**src/rtl/mips_pkg.sv**
```systemverilog
// Shared encodings and constants for the MIPS pipeline stages.
// Includes the stall FSM states and the bubble control word.
package mips_pkg;

    localparam int ALUOP_W = 3;

    typedef enum logic [1:0] {
        STALL_RUN  = 2'b00,
        STALL_LU   = 2'b01,
        STALL_HOLD = 2'b10
    } stall_e;

    typedef struct packed {
        logic               reg_write;
        logic               mem_read;
        logic               mem_write;
        logic               mem_to_reg;
        logic               alu_src;
        logic               reg_dst;
        logic [ALUOP_W-1:0] alu_op;
    } ctrl_t;

    localparam ctrl_t CTRL_BUBBLE = '0;

endpackage

```
**src/rtl/id_exe_stage_hazard_detect.sv**
```systemverilog
// Load-use hazard detector: a load in EX whose destination
// is read by the instruction in ID. $0 never creates a hazard.
module hazard_detect #(
    parameter int REG_W = 5
) (
    input  logic             mem_read,
    input  logic [REG_W-1:0] ex_rt,
    input  logic [REG_W-1:0] id_rs,
    input  logic [REG_W-1:0] id_rt,
    input  logic             uses_rt,
    output logic             load_use
);

    logic rs_hit;
    logic rt_hit;

    assign rs_hit   = (ex_rt == id_rs);
    assign rt_hit   = uses_rt && (ex_rt == id_rt);
    assign load_use = mem_read && (ex_rt != '0) && (rs_hit || rt_hit);

endmodule

```
**src/rtl/id_exe_stage.sv**
```systemverilog
// ID/EX pipeline register with load-use stall, branch flush,
// external hold, debug stall-state FSM and saturating stall counter.
module id_exe_stage
    import mips_pkg::*;
#(
    parameter int DATA_W = 32,
    parameter int REG_W  = 5,
    parameter int CNT_W  = 16
) (
    input  logic              clk,
    input  logic              rst,
    input  logic              IDRegWrite,
    input  logic              IDMemRead,
    input  logic              IDMemWrite,
    input  logic              IDMemToReg,
    input  logic              IDALUSrc,
    input  logic              IDRegDst,
    input  logic [2:0]        IDALUOp,
    input  logic [REG_W-1:0]  IDRs,
    input  logic [REG_W-1:0]  IDRt,
    input  logic [REG_W-1:0]  IDRd,
    input  logic              IDUsesRt,
    input  logic [DATA_W-1:0] IDReadData1,
    input  logic [DATA_W-1:0] IDReadData2,
    input  logic [DATA_W-1:0] IDImm,
    input  logic              flush,
    input  logic              extStall,
    output logic              EXERegWrite,
    output logic              EXEMemRead,
    output logic              EXEMemWrite,
    output logic              EXEMemToReg,
    output logic              EXEALUSrc,
    output logic              EXERegDst,
    output logic [2:0]        EXEALUOp,
    output logic [REG_W-1:0]  EXERs,
    output logic [REG_W-1:0]  EXERt,
    output logic [REG_W-1:0]  EXERd,
    output logic [DATA_W-1:0] EXEReadData1,
    output logic [DATA_W-1:0] EXEReadData2,
    output logic [DATA_W-1:0] EXEImm,
    output logic              pcWrite,
    output logic              IFIDWrite,
    output logic [1:0]        stallState,
    output logic [CNT_W-1:0]  stallCount
);

    localparam logic [CNT_W-1:0] CNT_MAX = '1;

    ctrl_t             ex_ctrl;
    ctrl_t             id_ctrl;
    stall_e            state;
    logic [CNT_W-1:0]  stall_cnt;
    logic              load_use;

    assign id_ctrl = '{
        reg_write:  IDRegWrite,
        mem_read:   IDMemRead,
        mem_write:  IDMemWrite,
        mem_to_reg: IDMemToReg,
        alu_src:    IDALUSrc,
        reg_dst:    IDRegDst,
        alu_op:     IDALUOp
    };

    hazard_detect #(.REG_W(REG_W)) u_hazard (
        .mem_read (ex_ctrl.mem_read),
        .ex_rt    (EXERt),
        .id_rs    (IDRs),
        .id_rt    (IDRt),
        .uses_rt  (IDUsesRt),
        .load_use (load_use)
    );

    // A flush always lets the front end advance, even while held.
    assign pcWrite   = flush || (!extStall && !load_use);
    assign IFIDWrite = pcWrite;

    always_ff @(posedge clk or negedge rst) begin
        if (!rst) begin
            ex_ctrl      <= CTRL_BUBBLE;
            EXERs        <= '0;
            EXERt        <= '0;
            EXERd        <= '0;
            EXEReadData1 <= '0;
            EXEReadData2 <= '0;
            EXEImm       <= '0;
            state        <= STALL_RUN;
        end else if (flush || (!extStall && load_use)) begin
            ex_ctrl      <= CTRL_BUBBLE;
            EXERs        <= '0;
            EXERt        <= '0;
            EXERd        <= '0;
            EXEReadData1 <= '0;
            EXEReadData2 <= '0;
            EXEImm       <= '0;
            state        <= flush ? STALL_RUN : STALL_LU;
        end else if (extStall) begin
            state        <= STALL_HOLD;
        end else begin
            ex_ctrl      <= id_ctrl;
            EXERs        <= IDRs;
            EXERt        <= IDRt;
            EXERd        <= IDRd;
            EXEReadData1 <= IDReadData1;
            EXEReadData2 <= IDReadData2;
            EXEImm       <= IDImm;
            state        <= STALL_RUN;
        end
    end

    always_ff @(posedge clk or negedge rst) begin
        if (!rst) begin
            stall_cnt <= '0;
        end else if (!pcWrite && stall_cnt != CNT_MAX) begin
            stall_cnt <= stall_cnt + CNT_W'(1);
        end
    end

    assign EXERegWrite = ex_ctrl.reg_write;
    assign EXEMemRead  = ex_ctrl.mem_read;
    assign EXEMemWrite = ex_ctrl.mem_write;
    assign EXEMemToReg = ex_ctrl.mem_to_reg;
    assign EXEALUSrc   = ex_ctrl.alu_src;
    assign EXERegDst   = ex_ctrl.reg_dst;
    assign EXEALUOp    = ex_ctrl.alu_op;
    assign stallState  = state;
    assign stallCount  = stall_cnt;

endmodule

```
**config.mk**
```make
export PLATFORM = sky130hd
export DESIGN_NAME = id_exe_stage
export DESIGN_NICKNAME = d
export VERILOG_FILES = /design/src/rtl/mips_pkg.sv /design/src/rtl/id_exe_stage_hazard_detect.sv /design/src/rtl/id_exe_stage.sv
export SDC_FILE = /design/constraint.sdc
export NUM_CORES = 1
export LEC_CHECK = 0
export CORE_MARGIN = 2
export CORE_UTILIZATION = 47
export DETAILED_ROUTE_END_ITERATION = 8
export PLACE_DENSITY = 0.87
export SYNTH_ARGS = -nofsm -noshare
export SYNTH_HDL_FRONTEND = slang
export SYNTH_SLANG_ARGS = --single-unit
```
**constraint.sdc**
```tcl
create_clock -name clk -period 5.6 [get_ports clk]
set_clock_uncertainty 0.2 [all_clocks]
set_input_delay 0.84 -clock clk [delete_from_list [all_inputs] [get_ports clk]]
set_output_delay 0.84 -clock clk [all_outputs]
set_load 0.05 [all_outputs]
```
==> metrics, run 1 <==
1st-iter DRT viols 362; area grow syn2layout 48.6%; Worst path slowest cell clkdlybuf4s50_1; slowest cell delay on critical path 0.70 ns; synthesized net count 762; Psw 0.903 mW; fin nets 995; Setup CP Type in2out; Seq cells post-synth 138; fin crit share 0.761; clk buf depth 2; sequential area share after synthesis 0.542; LEAKAGE 3.91 nW; CTS tree yes; Place WS 1.36 ns; Post-CTS Hold Buffers 0; Setup Buffers After CTS 0; antenna cell count 0; die area 14500 um^2; crit end category output port; Worst Path Buf+Inv 3; Fin. Hold Viols 0; maximum vdd drop 0.329 mV; cell-internal power 1.94 mW; Max Cap Viol 0; Worst Hold Class reg2reg; fraction of registers with async set or reset after synthesis 1.00; sw frac 0.318; DR vias/cell 5.34; row cnt 42; PwrDens 301 nW/um^2; chip height 120 um; largest net degree at the start of global routing 105; top post-synthesis cells by count dfrtp_1, nand2_1, nand3_1; setup TNS 0 ns; overflow left after global routing 0; Clock Sinks 138; Clk pwr share 0.363; Synth Warn # 0; Cell Chain, Critical Path clkdlybuf4s50_1 -> xor2_1 -> nor4_1 -> a32oi_1 -> o21ai_1 -> buf_4 -> nand2b_1 -> clkdlybuf4s50_1; initial antenna violation count 0; Post-synth EDFFs 0; unique cell type count in the Yosys netlist 37; cell mode on critical path clkdlybuf4s50_1; max-slew violation count 0; final core utilization 0.715; Max Clk Rate 235 MHz; Critical Path RT 4.56 ns; worst slew pin tran 0.952 ns; Sequential Power Share 0.395; RSZ-0062 raised after global routing no; relative slew slack 0.366; wire per inst 17.6 um; gate count of the mapped netlist 636; DPL Wire Length 12300 um; number of buffers created by CTS 17; vias in the first global route 5619; clock-pin slew on the worst setup and hold paths 0.05 ns; Synth Cell Area 6370 um^2; Main synth FF type dfrtp_1; share of layout cells above drive strength 1 0.144; maximum fanout along the worst path 16; Die X 120 um; status finished, final reports clean; Worst Path Arrival 3.22 ns; TritonRoute pass-1 iters 4; Worst path top cell family by delay buffers and inverters; IO Port Bufs 264; ANT nets after route 0; top cell type's share of synthesized area 0.542; num ports 265; drt total wl 18700 um; aggregate global-route resource usage 0.260; placer congestion estimate 0.804; count leader, synth dfrtp_1; post-route setup slack 1.34 ns; detailed-route via count 5650; syn avg cell area 10.0 um^2; top cells by area, synth dfrtp_1, nand2_1, nand3_1; final setup violation count 0; H-tree depth 4; DRC Markers 0; Root Driver clkbuf_16; logic gate share of total power 0.242; Initial Util 0.481; worst skew pair latency 0.41 ns; crit path time final 4.26 ns; global-route wire length before repair 29700 um; CORE AREA 13200 um^2; Yosys top cell by area dfrtp_1; Resize count post-CTS 0; CP Launch Type primary input
## cells in the final DEF, fill, tap and decap left out, drive strengths merged, types with 2 or more instances in the layout
cell type and instances:
clkinv 8, o21ai 2, xor2 11, nand2 126
clkdlybuf4s50 261, nand3 129, xnor2 13, nor3 8
clkinvlp 4, buf 11, and3 4, dfrtp 138
inv 2, nand4 3, clkbuf 19, nor2 5
a21oi 122
## kinds of logic (layout without fill, tap and decap cells)
family | count (synthesis) | count (layout) | share of synthesized area
and+or+nand+nor | 286 | 286 | 0.237
DFF | 138 | 138 | 0.542
AOI/OAI and AO/OA | 126 | 126 | 0.124
buffers and inverters | 60 | 306 | 0.0601
xor gates and xnor gates | 24 | 24 | 0.0330
adders and majority gates | 1 | 1 | 0.00196
muxes | 1 | 1 | 0.00177
## routing by layer
metal  vias up  routed length [um]  global-route usage
met1      2729                7380               0.313
met3        41                1480              0.0858
met4         0                 571               0.105
met5         -                   0                   0
met2       242                9240               0.432
li1       2638                   -                   -
## power by group through the flow
stage          sequential [mW]  clock (mW)  combinational [mW]
6_report                  1.12        1.03               0.689
5_1_grt                   1.13        1.12               0.727
4_1_cts                   1.12        1.06               0.693
3_5_place_dp              1.14           0               0.689
3_3_place_gp              1.13           0               0.684
2_1_floorplan             1.37           0               0.162
## state kept, by name, summed over array words and instances, names as in the netlist, 2 cells and up
signal / count
EXERs: 5
EXERt: 5
EXEALUOp: 3
stallState: 2
EXEReadData1: 32
EXERd: 5
EXEImm: 32
EXEReadData2: 32
stallCount: 16
## final cells by class
type | count | area, um^2
Sequential cell | 138 | 3450
Clock buffer | 19 | 443
Multi-Input combinational cell | 438 | 2530
Fill cell | 971 | 3780
Tap cell | 176 | 220
Inverter | 2 | 10.0
Clock inverter | 13 | 104
Timing Repair Buffer | 272 | 2700
## worst paths after layout
check                                      startpoint                          to  slack (ns)  cells after the start
max                                           IDRt[0]                   IFIDWrite        1.34                      8
min                        stallCount[15]$_DFFE_PN0P_  stallCount[15]$_DFFE_PN0P_        0.29                      1
max reg2reg                      EXERt[1]$_DFFE_PN0N_      EXEImm[22]$_DFFE_PN0N_        2.79                      6
min reg2reg                stallCount[15]$_DFFE_PN0P_  stallCount[15]$_DFFE_PN0P_        0.29                      1
max in group asynchronous                         rst     EXEALUOp[0]$_DFFE_PN0N_        3.80                      2
min in group asynchronous                         rst       EXEImm[9]$_DFFE_PN0N_        0.31                      1
## stage by stage
| stage | total power, mW | cell area, um^2 | hold slack [ns] | std cells |
|---|---|---|---|---|
| floorplan | 1.53 | 6370 | 0.344 | 636 |
| global placement | 1.82 | 8920 | 0.285 | 1026 |
| detailed placement | 1.82 | 8920 | 0.289 | 1026 |
| CTS | 2.87 | 9460 | 0.296 | 1058 |
| global route | 2.97 | 9460 | 0.316 | 1058 |
| finish | 2.84 | 9460 | 0.292 | 1058 |
Power figures use the tool's default switching activity.
==> run 2, diff against run 1 <==
--- a/config.mk
+++ b/config.mk
@@ -6,9 +6,9 @@
 export NUM_CORES = 1
 export LEC_CHECK = 0
 export CORE_MARGIN = 2
-export CORE_UTILIZATION = 47
+export CORE_UTILIZATION = 39
 export DETAILED_ROUTE_END_ITERATION = 8
-export PLACE_DENSITY = 0.87
+export PLACE_DENSITY = 0.77
 export SYNTH_ARGS = -nofsm -noshare
 export SYNTH_HDL_FRONTEND = slang
 export SYNTH_SLANG_ARGS = --single-unit
==> constraint.sdc (replaced) <==
create_clock -name clk -period 3.7 [get_ports clk]
set_clock_uncertainty 0.2 [all_clocks]
set_input_delay 0.555 -clock clk [delete_from_list [all_inputs] [get_ports clk]]
set_output_delay 0.555 -clock clk [all_outputs]
set_load 0.05 [all_outputs]
==> metrics, run 2 (synthesis gave the netlist of run 1 again) <==
Critical Path RT 2.94 ns (-1.62 ns); chip height 132 um (+9.5%); global-route wire length before repair 30100 um (+1.5%); Clock Sinks 138 (unchanged); initial antenna violation count 0 (unchanged); TritonRoute pass-1 iters 5 (+1); setup TNS 0 ns (unchanged); share of layout cells above drive strength 1 0.146 (+0.00210); num ports 265 (unchanged); number of buffers created by CTS 17 (unchanged); final setup violation count 0 (unchanged); CP Launch Type primary input; RSZ-0062 raised after global routing no; wire per inst 17.0 um (-3.7%); row cnt 46 (+9.5%); fin crit share 0.813; PwrDens 453 nW/um^2 (+51%); Worst path slowest cell clkdlybuf4s50_1; worst hold slack -0.0283 ns (-0.320 ns); fin nets 996 (+0.10%); overflow left after global routing 0 (unchanged); die area 17400 um^2 (+20%); detailed-route via count 5611 (-0.69%); drt total wl 18700 um (about the same); antenna cell count 0 (unchanged); total power 4.33 mW (+52%); relative slew slack 0.341 (-0.0245); CORE AREA 15900 um^2 (+20%); area grow syn2layout 50.2%; clk buf depth 2 (unchanged); largest net degree at the start of global routing 83 (-21%); DRC Markers 0 (unchanged); Max Clk Rate 332 MHz; Setup Buffers After CTS 0 (unchanged); Setup CP Type in2out; violated checks negative hold slack; crit end category output port; DR vias/cell 5.11 (-4.4%); max-slew violation count 0 (unchanged); LEAKAGE 3.93 nW (+0.56%); worst slew pin tran 0.988 ns (+0.0368 ns); crit path time final 3.01 ns; vias in the first global route 5540 (-1.4%); most frequent cells in the layout clkdlybuf4s50_1, dfrtp_1, nand2_1; final-layout fill cell count 1364 (+40%); 1st-iter DRT viols 350 (-3.3%); IO Port Bufs 264 (unchanged); Root Driver clkbuf_16; Die X 132 um (+9.5%); H-tree depth 4 (unchanged); Initial Util 0.399 (-0.0814); most common cell after layout, fill and taps aside clkdlybuf4s50_1; CTS tree yes; ANT nets after route 0 (unchanged); placer congestion estimate 0.793 (-1.4%); slowest cell delay on critical path 0.45 ns (-0.25 ns); Resize count post-CTS 0 (unchanged); Worst Path Arrival 2.25 ns (-0.97 ns); Worst Hold Class in2async; Worst path top cell family by delay buffers and inverters; maximum fanout along the worst path 2 (-14); status finished, violations left; Max Cap Viol 0 (unchanged); clock-pin slew on the worst setup and hold paths 0.06 ns (about the same); Cell Chain, Critical Path clkdlybuf4s50_1 -> xor2_1 -> nor4_1 -> a32oi_1 -> o21ai_1 -> nand2b_1 -> buf_12; worst skew pair latency 0.41 ns (about the same); Largest regs EXEImm: 32 flops, EXEReadData1: 32 flops, EXEReadData2: 32 flops; maximum vdd drop 0.472 mV (+44%); placed cell area 9020 um^2 (+1.2%); aggregate global-route resource usage 0.214 (-0.0468); Post-CTS Hold Buffers 0 (unchanged); DPL Wire Length 12100 um (-1.3%); Worst Path Buf+Inv 2 (-1); fin area 9570 um^2 (+1.1%); Fin. Hold Viols 21 (+21)
==> run 2: cell types whose count changed in the layout (fill, tap and decap cells not counted), sizes merged <==
| cell | before | now |
|---|---|---|
| clkinvlp | 4 | 5 |
| clkinv | 8 | 6 |
| clkdlybuf4s50 | 261 | 259 |
| clkbuf | 19 | 20 |
| buf | 11 | 14 |
==> run 2: cell type report <==
cell class	count	area, um^2	area share
inverters	2	10.0	0.00105
clock buffers	20	447	0.0467
repair buffers	273	2750	0.288
multi-input cells	438	2530	0.265
well taps	216	270	0.0283
clock inverters	12	101	0.0106
flip-flops and latches	138	3450	0.361
==> run 2: metal layers <==
| metal | vias to the layer above | track usage | part of all wire |
|---|---|---|---|
| met5 | - | 0 | 0 |
| met2 | 195 | 0.344 | 0.49 |
| met4 | 0 | 0.0779 | 0.022 |
| met1 | 2741 | 0.278 | 0.43 |
| li1 | 2646 | - | - |
| met3 | 29 | 0.0584 | 0.063 |
==> run 2: final timing paths <==
kind | depth (start not counted) | start | end | slack [ns]
hold / removal | 1 | rst | stallCount[2]$_DFFE_PN0P_ | -0.03
min in group clk | 1 | stallCount[15]$_DFFE_PN0P_ | stallCount[15]$_DFFE_PN0P_ | 0.30
setup reg to reg | 6 | EXERt[1]$_DFFE_PN0N_ | EXERd[2]$_DFFE_PN0N_ | 0.97
setup / recovery | 7 | IDRt[4] | IFIDWrite | 0.69
hold reg to reg | 1 | stallCount[15]$_DFFE_PN0P_ | stallCount[15]$_DFFE_PN0P_ | 0.30
max in group asynchronous | 2 | rst | EXEReadData2[25]$_DFFE_PN0N_ | 2.53
==> run 2: worst reg2reg max path: cells and delay by family, from the launching register on <==
family          cells  cell delay, ns
compound gates      2            0.38
flops               1            0.46
simple gates        3            1.19
buf+inv             1            0.41
==> run 2: through the flow <==
step	std cells	setup slack [ns]	hold slack [ns]	util
2_1_floorplan	636	0.544	0.0594	-
6_report	1099	0.691	-0.0283	0.600
5_1_grt	1099	0.558	0.0407	0.600
3_3_place_gp	1067	0.626	0.284	0.566
4_1_cts	1099	0.693	0.000202	0.600
3_5_place_dp	1067	0.580	0.291	0.566
==> run 2: power by group <==
group          internal (mW)  leakage (nW)  switching, mW
sequential              1.61          1.84         0.0820
combinational          0.398          1.84          0.643
clock                  0.936         0.258          0.659
total                   2.95          3.93           1.38
==> run 3, diff against run 2 <==
--- a/config.mk
+++ b/config.mk
@@ -6,9 +6,9 @@
 export NUM_CORES = 1
 export LEC_CHECK = 0
 export CORE_MARGIN = 2
-export CORE_UTILIZATION = 39
+export CORE_UTILIZATION = 43
 export DETAILED_ROUTE_END_ITERATION = 8
-export PLACE_DENSITY = 0.77
+export PLACE_DENSITY = 0.8
 export SYNTH_ARGS = -nofsm -noshare
 export SYNTH_HDL_FRONTEND = slang
 export SYNTH_SLANG_ARGS = --single-unit
==> constraint.sdc (replaced) <==
create_clock -name clk -period 3.1 [get_ports clk]
set_clock_uncertainty 0.2 [all_clocks]
set_input_delay 0.465 -clock clk [delete_from_list [all_inputs] [get_ports clk]]
set_output_delay 0.465 -clock clk [all_outputs]
set_load 0.05 [all_outputs]
==> metrics, run 3 (synthesis gave the netlist of run 1 again) <==
die area 15800 um^2 (-9.0%); IO Port Bufs 264 (unchanged); most common cell after layout, fill and taps aside clkdlybuf4s50_1; fin nets 998 (+0.20%); area grow syn2layout 52.2%; FF-to-FF setup slack 0.61 ns (-0.36 ns); Resize count post-CTS 0 (unchanged); most frequent cells in the layout clkdlybuf4s50_1, dfrtp_1, nand2_1; clock-pin slew on the worst setup and hold paths 0.06 ns (about the same); aggregate global-route resource usage 0.238 (+0.0246); LEAKAGE 4.02 nW (+2.2%); number of buffers created by CTS 17 (unchanged); DR vias/cell 5.21 (+2.0%); CTS tree yes; RSZ-0062 raised after global routing no; Setup Buffers After CTS 0 (unchanged); Largest regs EXEImm: 32 flops, EXEReadData1: 32 flops, EXEReadData2: 32 flops; ANT nets after route 0 (unchanged); crit path time final 2.79 ns; final-layout fill cell count 1165 (-15%); vias in the first global route 5641 (+1.8%); Post-CTS Hold Buffers 1 (+1); Hold Path Depth 1; Fin. Hold Viols 0 (-100%); RR Startpoint EXERt[1]$_DFFE_PN0N_; relative slew slack 0.504 (+0.163); post-route setup slack 0.310 ns (-0.381 ns); Clock Sinks 138 (unchanged); status finished, final reports clean; worst slew pin tran 0.742 ns (-0.247 ns); Placed Cells 1036 (-2.9%); worst r2r path cells 6 (unchanged); Worst Path Arrival 2.13 ns (-0.12 ns); CP Launch Type primary input; Critical Path RT 2.43 ns (-0.51 ns); initial antenna violation count 0 (unchanged); Place WS 0.261 ns (-0.319 ns); fin crit share 0.900; placer congestion estimate 0.801 (+1.1%); Initial Util 0.440 (+0.0404); num ports 265 (unchanged); DRC Markers 0 (unchanged); Die X 126 um (-4.6%); placed cell area 9050 um^2 (+0.33%); clk buf depth 2 (unchanged); Worst path slowest cell clkdlybuf4s50_1; H-tree depth 4 (unchanged); Cell Chain, Critical Path clkdlybuf4s50_1 -> xor2_1 -> nor4_1 -> a32oi_1 -> o21ai_1 -> nand2b_1 -> buf_12; global-route wire length before repair 30000 um (-0.30%); detailed-route via count 5567 (-0.78%); Final Non-Filler Cells 1069 (-2.7%); Max Cap Viol 0 (unchanged); critical hold path startpoint stallCount[4]$_DFFE_PN0P_; maximum fanout along the worst path 2 (unchanged); CORE AREA 14500 um^2 (-9.2%); overflow left after global routing 0 (unchanged); RR Endpoint EXEImm[14]$_DFFE_PN0N_; Setup CP Type in2out; worst skew pair latency 0.41 ns (about the same); slowest cell delay on critical path 0.45 ns (about the same); TritonRoute pass-1 iters 7 (+2); drt total wl 18600 um (-0.39%); Root Driver clkbuf_16; DPL Wire Length 12100 um (-0.46%); share of layout cells above drive strength 1 0.149 (+0.00306); fin area 9690 um^2 (+1.3%); 1st-iter DRT viols 376 (+7.4%); chip height 126 um (-4.6%); Max Clk Rate 358 MHz; final core utilization 0.669 (+0.0692); Worst Hold End stallCount[4]$_DFFE_PN0P_; max-slew violation count 0 (unchanged); antenna cell count 0 (unchanged); largest net degree at the start of global routing 123 (+48%); final setup violation count 0 (unchanged); PwrDens 557 nW/um^2 (+23%); wire per inst 17.4 um (+2.4%); maximum vdd drop 0.559 mV (+18%); Worst Hold Class reg2reg; setup TNS 0 ns (unchanged); crit end category output port; row cnt 44 (-4.3%)
-- run 3: cell types whose count changed in the layout (fill, tap and decap cells not counted) --
cell,change
clkbuf_1,-2
buf_4,-4
clkinv_2,-2
dlygate4sd3_1,+1
clkinvlp_4,-3
clkbuf_8,+4
inv_6,+1
buf_12,+5
bufinv_16,+2
-- run 3: area by class of cell --
cell class | instances | area, um^2 | share of cell area
clock buffer | 22 | 494 | 0.0510
clock inverter | 10 | 138 | 0.0142
inverter | 2 | 10.0 | 0.00103
multi-input combinational | 438 | 2530 | 0.261
sequential | 138 | 3450 | 0.356
tap | 184 | 230 | 0.0238
timing repair buffer | 275 | 2830 | 0.292
-- run 3: routing by layer --
metal  wire [um]  track usage
met3        1390       0.0722
met2        9160        0.388
met1        7570        0.304
met4         489       0.0810
met5           0            0
-- run 3: worst max path at each step --
stage / to / from / cells after the start / slack [ns]
6_report: pcWrite / IDRt[4] / 7 / 0.31
3_3_place_gp: EXEReadData2[17]$_DFFE_PN0N_ / IDRt[3] / 8 / 0.33
4_1_cts: pcWrite / EXERt[0]$_DFFE_PN0N_ / 6 / 0.30
3_5_place_dp: EXEImm[14]$_DFFE_PN0N_ / IDRt[3] / 8 / 0.26
2_1_floorplan: pcWrite / EXERt[4]$_DFFE_PN0N_ / 7 / 0.03
5_1_grt: IFIDWrite / EXERt[0]$_DFFE_PN0N_ / 6 / 0.19
-- run 3: through the flow --
step	hold slack [ns]	power, mW
2_1_floorplan	-0.0306	2.77
3_3_place_gp	0.285	3.30
3_5_place_dp	0.290	3.31
4_1_cts	0.298	5.45
5_1_grt	0.311	5.62
6_report	0.290	5.40
-- run 3: critical path: cells and delay by family --
kind / cells / cell delay [ns]
buffers and inverters: 2 / 0.64
AND/OR/NAND/NOR: 2 / 0.48
AO/OA/AOI/OAI: 2 / 0.38
XOR/XNOR: 1 / 0.16
-- run 3: power breakdown --
group | switching, mW | total [mW] | leakage [nW] | internal [mW]
registers | 0.0959 | 2.02 | 1.84 | 1.92
clock network | 0.756 | 2.13 | 0.309 | 1.37
logic | 0.771 | 1.25 | 1.87 | 0.481
